`src/rtl/bus_fetch_sequencer_if.sv`:
```
// -----------------------------------------------------------------------------
// bus_fetch_sequencer_if
//
// Handshake and bus-control bundle between the LC-3 bus/fetch sequencer and
// the rest of the CPU (execute logic, register file loads, memory).
//
// Signals
//   Run, Continue        : run control levels from the front panel
//   Exec_Req[3:0]        : bus requests from execute logic (3=ALU 2=PC 1=MARMUX 0=MDR)
//   Exec_Done            : execute logic finished the current instruction
//   GateALU/GatePC/
//   GateMARMUX/GateMDR   : one-hot bus gate enables
//   LD_MAR/LD_PC/
//   LD_MDR/LD_IR         : fetch-phase register loads
//   Mem_OE               : memory output enable
//   Exec_Grant[3:0]      : one-hot grant back to execute logic
//   Busy                 : sequencer is not halted
//
// Modports
//   master : the sequencer (drives gates, loads, grants)
//   slave  : the CPU side (drives run control and execute requests)
// -----------------------------------------------------------------------------
interface bus_fetch_sequencer_if;
  logic       Run;
  logic       Continue;
  logic [3:0] Exec_Req;
  logic       Exec_Done;
  logic       GateALU;
  logic       GatePC;
  logic       GateMARMUX;
  logic       GateMDR;
  logic       LD_MAR;
  logic       LD_PC;
  logic       LD_MDR;
  logic       LD_IR;
  logic       Mem_OE;
  logic [3:0] Exec_Grant;
  logic       Busy;

  modport master (
    input  Run, Continue, Exec_Req, Exec_Done,
    output GateALU, GatePC, GateMARMUX, GateMDR,
    output LD_MAR, LD_PC, LD_MDR, LD_IR, Mem_OE,
    output Exec_Grant, Busy
  );

  modport slave (
    output Run, Continue, Exec_Req, Exec_Done,
    input  GateALU, GatePC, GateMARMUX, GateMDR,
    input  LD_MAR, LD_PC, LD_MDR, LD_IR, Mem_OE,
    input  Exec_Grant, Busy
  );
endinterface

```
`src/rtl/bus_fetch_sequencer.sv`:
```
// -----------------------------------------------------------------------------
// bus_fetch_sequencer
//
// Owns the shared 16-bit datapath bus of the LC-3 style CPU. Performs the
// instruction fetch (PC->MAR, memory read into MDR, MDR->IR), then hands the
// bus to the execute logic with fixed-priority arbitration (ALU > PC > MARMUX
// > MDR) until Exec_Done. At most one gate enable is ever high.
//
// Ports
//   Clk    : clock, all state changes on the rising edge
//   Reset  : synchronous, active-high; returns to HALT from any state
//   bus    : bus_fetch_sequencer_if.master (run control, requests, gates,
//            loads, grants, Busy)
//
// Parameters
//   MEM_WAIT : cycles Mem_OE is held before the MDR load (1..15)
//   PAUSE_EN : 1 = wait in PAUSE for a Continue rising edge after each
//              instruction, 0 = go straight to the next fetch
// -----------------------------------------------------------------------------
module bus_fetch_sequencer #(
  parameter int MEM_WAIT = 2,
  parameter bit PAUSE_EN = 1'b1
) (
  input  logic                         Clk,
  input  logic                         Reset,
  bus_fetch_sequencer_if.master        bus
);

  typedef enum logic [2:0] {
    S_HALT,
    S_FETCH1,
    S_FETCH2,
    S_FETCH3,
    S_EXEC,
    S_PAUSE
  } state_t;

  localparam logic [3:0] WAIT_INIT = 4'(MEM_WAIT - 1);

  state_t     state, state_nxt;
  logic [3:0] wait_cnt, wait_cnt_nxt;
  logic       continue_q;

  logic [3:0] gate;   // {ALU, PC, MARMUX, MDR}
  logic [3:0] grant;
  logic       ld_mar, ld_pc, ld_mdr, ld_ir, mem_oe;

  always_ff @(posedge Clk) begin
    if (Reset) begin
      state      <= S_HALT;
      wait_cnt   <= '0;
      continue_q <= 1'b0;
    end else begin
      state      <= state_nxt;
      wait_cnt   <= wait_cnt_nxt;
      continue_q <= bus.Continue;
    end
  end

  always_comb begin
    state_nxt    = state;
    wait_cnt_nxt = wait_cnt;
    gate         = 4'b0000;
    grant        = 4'b0000;
    ld_mar       = 1'b0;
    ld_pc        = 1'b0;
    ld_mdr       = 1'b0;
    ld_ir        = 1'b0;
    mem_oe       = 1'b0;

    case (state)
      S_HALT: begin
        if (bus.Run) state_nxt = S_FETCH1;
      end

      S_FETCH1: begin
        gate         = 4'b0100;
        ld_mar       = 1'b1;
        ld_pc        = 1'b1;
        wait_cnt_nxt = WAIT_INIT;
        state_nxt    = S_FETCH2;
      end

      // Memory read: the MDR load lands on the last of the MEM_WAIT cycles.
      S_FETCH2: begin
        mem_oe = 1'b1;
        if (wait_cnt != 4'd0) begin
          wait_cnt_nxt = wait_cnt - 4'd1;
        end else begin
          ld_mdr    = 1'b1;
          state_nxt = S_FETCH3;
        end
      end

      S_FETCH3: begin
        gate      = 4'b0001;
        ld_ir     = 1'b1;
        state_nxt = S_EXEC;
      end

      // Grant is combinational from the request so execute logic sees no
      // latency; it is still honoured in the Exec_Done cycle.
      S_EXEC: begin
        if (bus.Exec_Req[3])      grant = 4'b1000;
        else if (bus.Exec_Req[2]) grant = 4'b0100;
        else if (bus.Exec_Req[1]) grant = 4'b0010;
        else if (bus.Exec_Req[0]) grant = 4'b0001;
        gate = grant;
        if (bus.Exec_Done) state_nxt = PAUSE_EN ? S_PAUSE : S_FETCH1;
      end

      // Only a fresh rising edge counts; a level held from before is ignored.
      S_PAUSE: begin
        if (bus.Continue && !continue_q) state_nxt = S_FETCH1;
      end

      default: state_nxt = S_HALT;
    endcase
  end

  assign bus.GateALU    = gate[3];
  assign bus.GatePC     = gate[2];
  assign bus.GateMARMUX = gate[1];
  assign bus.GateMDR    = gate[0];
  assign bus.LD_MAR     = ld_mar;
  assign bus.LD_PC      = ld_pc;
  assign bus.LD_MDR     = ld_mdr;
  assign bus.LD_IR      = ld_ir;
  assign bus.Mem_OE     = mem_oe;
  assign bus.Exec_Grant = grant;
  assign bus.Busy       = (state != S_HALT);

endmodule

```
`src/flat_wrapper.sv`:
```
// flat-port wrapper written by rule: the top's interface ports become plain ports
module bus_fetch_sequencer_flat 
#(
  parameter int MEM_WAIT = 2,
  parameter bit PAUSE_EN = 1'b1
)
  (Clk, Reset, bus_Run, bus_Continue, bus_Exec_Req, bus_Exec_Done, bus_GateALU, bus_GatePC, bus_GateMARMUX, bus_GateMDR, bus_LD_MAR, bus_LD_PC, bus_LD_MDR, bus_LD_IR, bus_Mem_OE, bus_Exec_Grant, bus_Busy);
  bus_fetch_sequencer_if bus_i ();
  input  logic Clk;
  input  logic Reset;
  input wire logic [$bits(bus_i.Run)-1:0] bus_Run;
  input wire logic [$bits(bus_i.Continue)-1:0] bus_Continue;
  input wire logic [$bits(bus_i.Exec_Req)-1:0] bus_Exec_Req;
  input wire logic [$bits(bus_i.Exec_Done)-1:0] bus_Exec_Done;
  output wire logic [$bits(bus_i.GateALU)-1:0] bus_GateALU;
  output wire logic [$bits(bus_i.GatePC)-1:0] bus_GatePC;
  output wire logic [$bits(bus_i.GateMARMUX)-1:0] bus_GateMARMUX;
  output wire logic [$bits(bus_i.GateMDR)-1:0] bus_GateMDR;
  output wire logic [$bits(bus_i.LD_MAR)-1:0] bus_LD_MAR;
  output wire logic [$bits(bus_i.LD_PC)-1:0] bus_LD_PC;
  output wire logic [$bits(bus_i.LD_MDR)-1:0] bus_LD_MDR;
  output wire logic [$bits(bus_i.LD_IR)-1:0] bus_LD_IR;
  output wire logic [$bits(bus_i.Mem_OE)-1:0] bus_Mem_OE;
  output wire logic [$bits(bus_i.Exec_Grant)-1:0] bus_Exec_Grant;
  output wire logic [$bits(bus_i.Busy)-1:0] bus_Busy;
  assign bus_i.Run = bus_Run;
  assign bus_i.Continue = bus_Continue;
  assign bus_i.Exec_Req = bus_Exec_Req;
  assign bus_i.Exec_Done = bus_Exec_Done;
  assign bus_GateALU = bus_i.GateALU;
  assign bus_GatePC = bus_i.GatePC;
  assign bus_GateMARMUX = bus_i.GateMARMUX;
  assign bus_GateMDR = bus_i.GateMDR;
  assign bus_LD_MAR = bus_i.LD_MAR;
  assign bus_LD_PC = bus_i.LD_PC;
  assign bus_LD_MDR = bus_i.LD_MDR;
  assign bus_LD_IR = bus_i.LD_IR;
  assign bus_Mem_OE = bus_i.Mem_OE;
  assign bus_Exec_Grant = bus_i.Exec_Grant;
  assign bus_Busy = bus_i.Busy;
  bus_fetch_sequencer #(.MEM_WAIT(MEM_WAIT), .PAUSE_EN(PAUSE_EN)) u_core (.Clk(Clk), .Reset(Reset), .bus(bus_i));
endmodule
```
`config.mk`:
```
export PLATFORM = sky130hd
export DESIGN_NAME = bus_fetch_sequencer_flat
export DESIGN_NICKNAME = d
export VERILOG_FILES = /design/src/rtl/bus_fetch_sequencer_if.sv /design/src/rtl/bus_fetch_sequencer.sv /design/src/flat_wrapper.sv
export SDC_FILE = /design/constraint.sdc
export NUM_CORES = 1
export LEC_CHECK = 0
export CAP_MARGIN = 5
export CELL_PAD_IN_SITES_DETAIL_PLACEMENT = 0
export CELL_PAD_IN_SITES_GLOBAL_PLACEMENT = 2
export CORE_MARGIN = 4
export CORE_UTILIZATION = 22
export CTS_CLUSTER_SIZE = 40
export DETAILED_ROUTE_END_ITERATION = 8
export GPL_TIMING_DRIVEN = 0
export PLACE_DENSITY = 0.75
export RECOVER_POWER = 100
export SETUP_SLACK_MARGIN = 0.3
export SLEW_MARGIN = 25
export SYNTH_ARGS = -nofsm -noshare
export SYNTH_HDL_FRONTEND = slang
export SYNTH_SLANG_ARGS = --single-unit
```
`constraint.sdc`:
```
create_clock -name Clk -period 2.09 [get_ports Clk]
set_input_delay 0.3135 -clock Clk [delete_from_list [all_inputs] [get_ports Clk]]
set_output_delay 0.3135 -clock Clk [all_outputs]
set_load 0.01 [all_outputs]
```
==> impl_metrics.json <==
{
  "status": "complete, no violations",
  "ys_ff_latch": 8,
  "grt_overflow": 0,
  "synth.top_cells.by_area": "dfxtp_1 31%, inv_1 5.8%, o211ai_1 5.8%, buf_4 4.3%, buf_6 4.3%",
  "fin_crit_sh": 0.929,
  "post_drt_wl_per_cell_um": 12.2,
  "whs_path_depth": 2,
  "hp-start": "u_core.wait_cnt[1]",
  "grt_use_total": 0.0969,
  "clkSinkCount": 8,
  "place_ws_ps": -513,
  "yosys_warnings": 0,
  "antenna_found_initial": 0,
  "clkTransAtPathRegs_ps": 50,
  "r2r_cells": 6,
  "cellPowerDensity_nw_per_um2": 633,
  "cts_buffer_depth": 2,
  "p_seq_frac": 0.318,
  "clock_skew_ps": 0.427,
  "cts_tree": "yes",
  "initial_utilization": 0.234,
  "r2r_start": "u_core.state[0]",
  "routed_wirelength_um": 1460,
  "cp_slowest_cell": "or4_4",
  "cp.arrival_ps": 2120,
  "pwr-share-clk": 0.210,
  "fillCellCount": 237,
  "port_buffers": 22,
  "die_x_um": 56.7,
  "die_h_um": 56.7,
  "synthSimpleGateAreaFrac": 0.333,
  "gp_congestion": 0.710,
  "combPwrFrac": 0.472,
  "ys_seq_area_frac": 0.307,
  "drtIter0Drc": 2,
  "layout.nets": 104,
  "synth_top_area_frac": 0.307,
  "ant_nets": 0,
  "cts-root-buf": "clkbuf_4",
  "crit_type": "flop to flop",
  "drc": 0,
  "diodes": 0,
  "clock_latency_ps": 250,
  "first_pass_iters": 3,
  "synth-edff-count": 0,
  "pin_count": 23,
  "synth_fa_ha_area_frac": 0.0240,
  "fmax_mhz": 515,
  "leakage_nw": 0.388,
  "relSlewSlack": 0.780,
  "fin_area_um2": 871,
  "worstPathMaxFanout": 8,
  "core_um2": 2230,
  "synthesis.nets": 70,
  "synthMuxAreaShare": 0,
  "grt_pass1_wl_um": 2380,
  "dp_hpwl_um": 987,
  "synthesis.area_um2": 522,
  "worstHoldPathType": "flop to flop",
  "post-route-min-period_ps": 1940,
  "grt_pass1_vias": 542,
  "drv_cap": 0,
  "synth_top_family_by_area": "simple AND/OR/NAND/NOR gates",
  "dpl-instance-area_um2": 783,
  "area.growth.synth_to_final_pct": 66.9,
  "synthCells": 60,
  "slowest_delay_ps": 490,
  "r2r_setup_slack_ps": 150,
  "async_reset_ff_frac": 0,
  "regArea_um2": 160,
  "row_count": 17,
  "multi_input_area_um2": 332,
  "avgViaCountPerCell": 4.50,
  "crit_path_cell_trace": "buf_6 > or3b_1 > clkbuf_1 > clkbuf_2 > or4_4 > a211oi_2",
  "synth_common_cells": "8 x dfxtp_1, 8 x inv_1, 4 x o211ai_1",
  "synth_area_per_cell_um2": 8.70,
  "critPathCaptureType": "flop",
  "slew_viol_final": 0,
  "path_delay_family": "simple AND/OR/NAND/NOR gates",
  "path_buf_inv": 3,
  "startpoint_type": "flop",
  "yosysTopAreaCell": "dfxtp_1",
  "synth_compound_area_frac": 0.165,
  "vias": 540,
  "worstMarginPinSlew_ps": 329,
  "cts-htree-levels": 1,
  "cts_buffers": 3,
  "setup-violations-final": 0,
  "layout_setup_ws_ps": 149,
  "grt_max_degree": 11,
  "hold_violations": 0,
  "yosysUniqueCellTypes": 30,
  "fp.dieArea_um2": 3210,
  "yosys.area_share.xor_xnor": 0.0168,
  "fin_util": 0.390,
  "reg2reg_to": "u_core.wait_cnt[2]",
  "whs_endpoint": "u_core.wait_cnt[1]",
  "internal_power_uw": 377,
  "drive_gt1_frac": 0.380,
  "switching_share": 0.315,
  "vdd_ir_drop_max_v": 0.000291,
  "worstPathRequired_ps": 2260,
  "rsz0062_at_grt": "true",
  "p_sw_uw": 174,
  "ys.flop_type": "dfxtp_1"
}
## area by class of cell
cell class / count / share of cell area
Multi-Input combinational cell: 38 / 0.381
Sequential cell: 8 / 0.184
Inverter: 8 / 0.0359
Timing Repair Buffer: 29 / 0.270
Buffer: 6 / 0.0632
Clock buffer: 3 / 0.0259
Tap cell: 28 / 0.0402
## worst max path at each step
stage / from / end / slack, ps / cells past startpoint
after floorplan: u_core.state[0] / bus_GateMDR / 370 / 4
after global placement: bus_Exec_Req[3] / bus_GateMDR / -490 / 5
after detailed placement: bus_Exec_Req[3] / bus_GateMDR / -510 / 5
after CTS: u_core.state[1] / bus_GateMDR / 140 / 6
after global routing: u_core.state[1] / bus_GateMDR / 30 / 6
final: u_core.state[0] / u_core.wait_cnt[2] / 150 / 6
## cell families (layout without fill, tap and decap cells)
logic type                 Yosys count  count (layout)
AOI/OAI and AO/OA                   13              13
xor gates and xnor gates             1               1
adders and majority gates            1               1
buffers and inverters               14              46
DFF                                  8               8
and+or+nand+nor                     23              23
## tightest hold or removal path, stage by stage (launching register included)
cell and delay [ps]:
dfxtp_1 310, o211ai_1 80, a21oi_1 70
## timing repair
item | CTS | global route
pin swaps | 3 | 1
gates resized for setup | 51 | 9
hold buffers | 0 | 0
setup buffers | 5 | 2
setup endpoints to repair | 14 | 11
## registers in the layout, indices dropped and copies added (netlist names)
name and flops:
u_core.wait_cnt 4, u_core.state 3, u_core.continue_q 1
## through the flow
step           setup TNS [ps]  hold WS [ps]  power, mW  std cells
6_report                    0           510      0.551        120
5_1_grt                     0           554      0.592        120
4_1_cts                     0           504      0.552        118
3_5_place_dp            -2260           495      0.403        110
3_3_place_gp            -2130           486      0.403        110
2_1_floorplan               0           383      0.312         60
## cells in the final DEF (no fill, tap or decap), types with 2 or more instances in the layout
cell type        count
dlygate4sd2_1        4
clkdlybuf4s50_1      6
clkbuf_2             3
clkbuf_4             5
clkbuf_1             4
and3b_1              2
inv_1                7
buf_6                5
or3_2                3
or3b_1               2
buf_4                6
o211ai_1             4
dfxtp_1              8
clkdlybuf4s25_1      2
a21oi_1              3
o21ai_0              3
## power by group through the flow
stage          clock network (mW)  registers, mW  logic [mW]
3_3_place_gp                    0          0.177       0.226
5_1_grt                     0.131          0.177       0.284
6_report                    0.116          0.176       0.260
4_1_cts                     0.123          0.176       0.254
2_1_floorplan                   0          0.175       0.137
3_5_place_dp                    0          0.177       0.226
## per-layer routing
layer  GRT usage  part of all wire  vias up
met5           0                 0        -
met4      0.0203            0.0041        0
met3      0.0483             0.038        2
met2       0.167              0.55        8
met1       0.106              0.41      253
li1            -                 -      277
(Power assumes the default switching activity.)
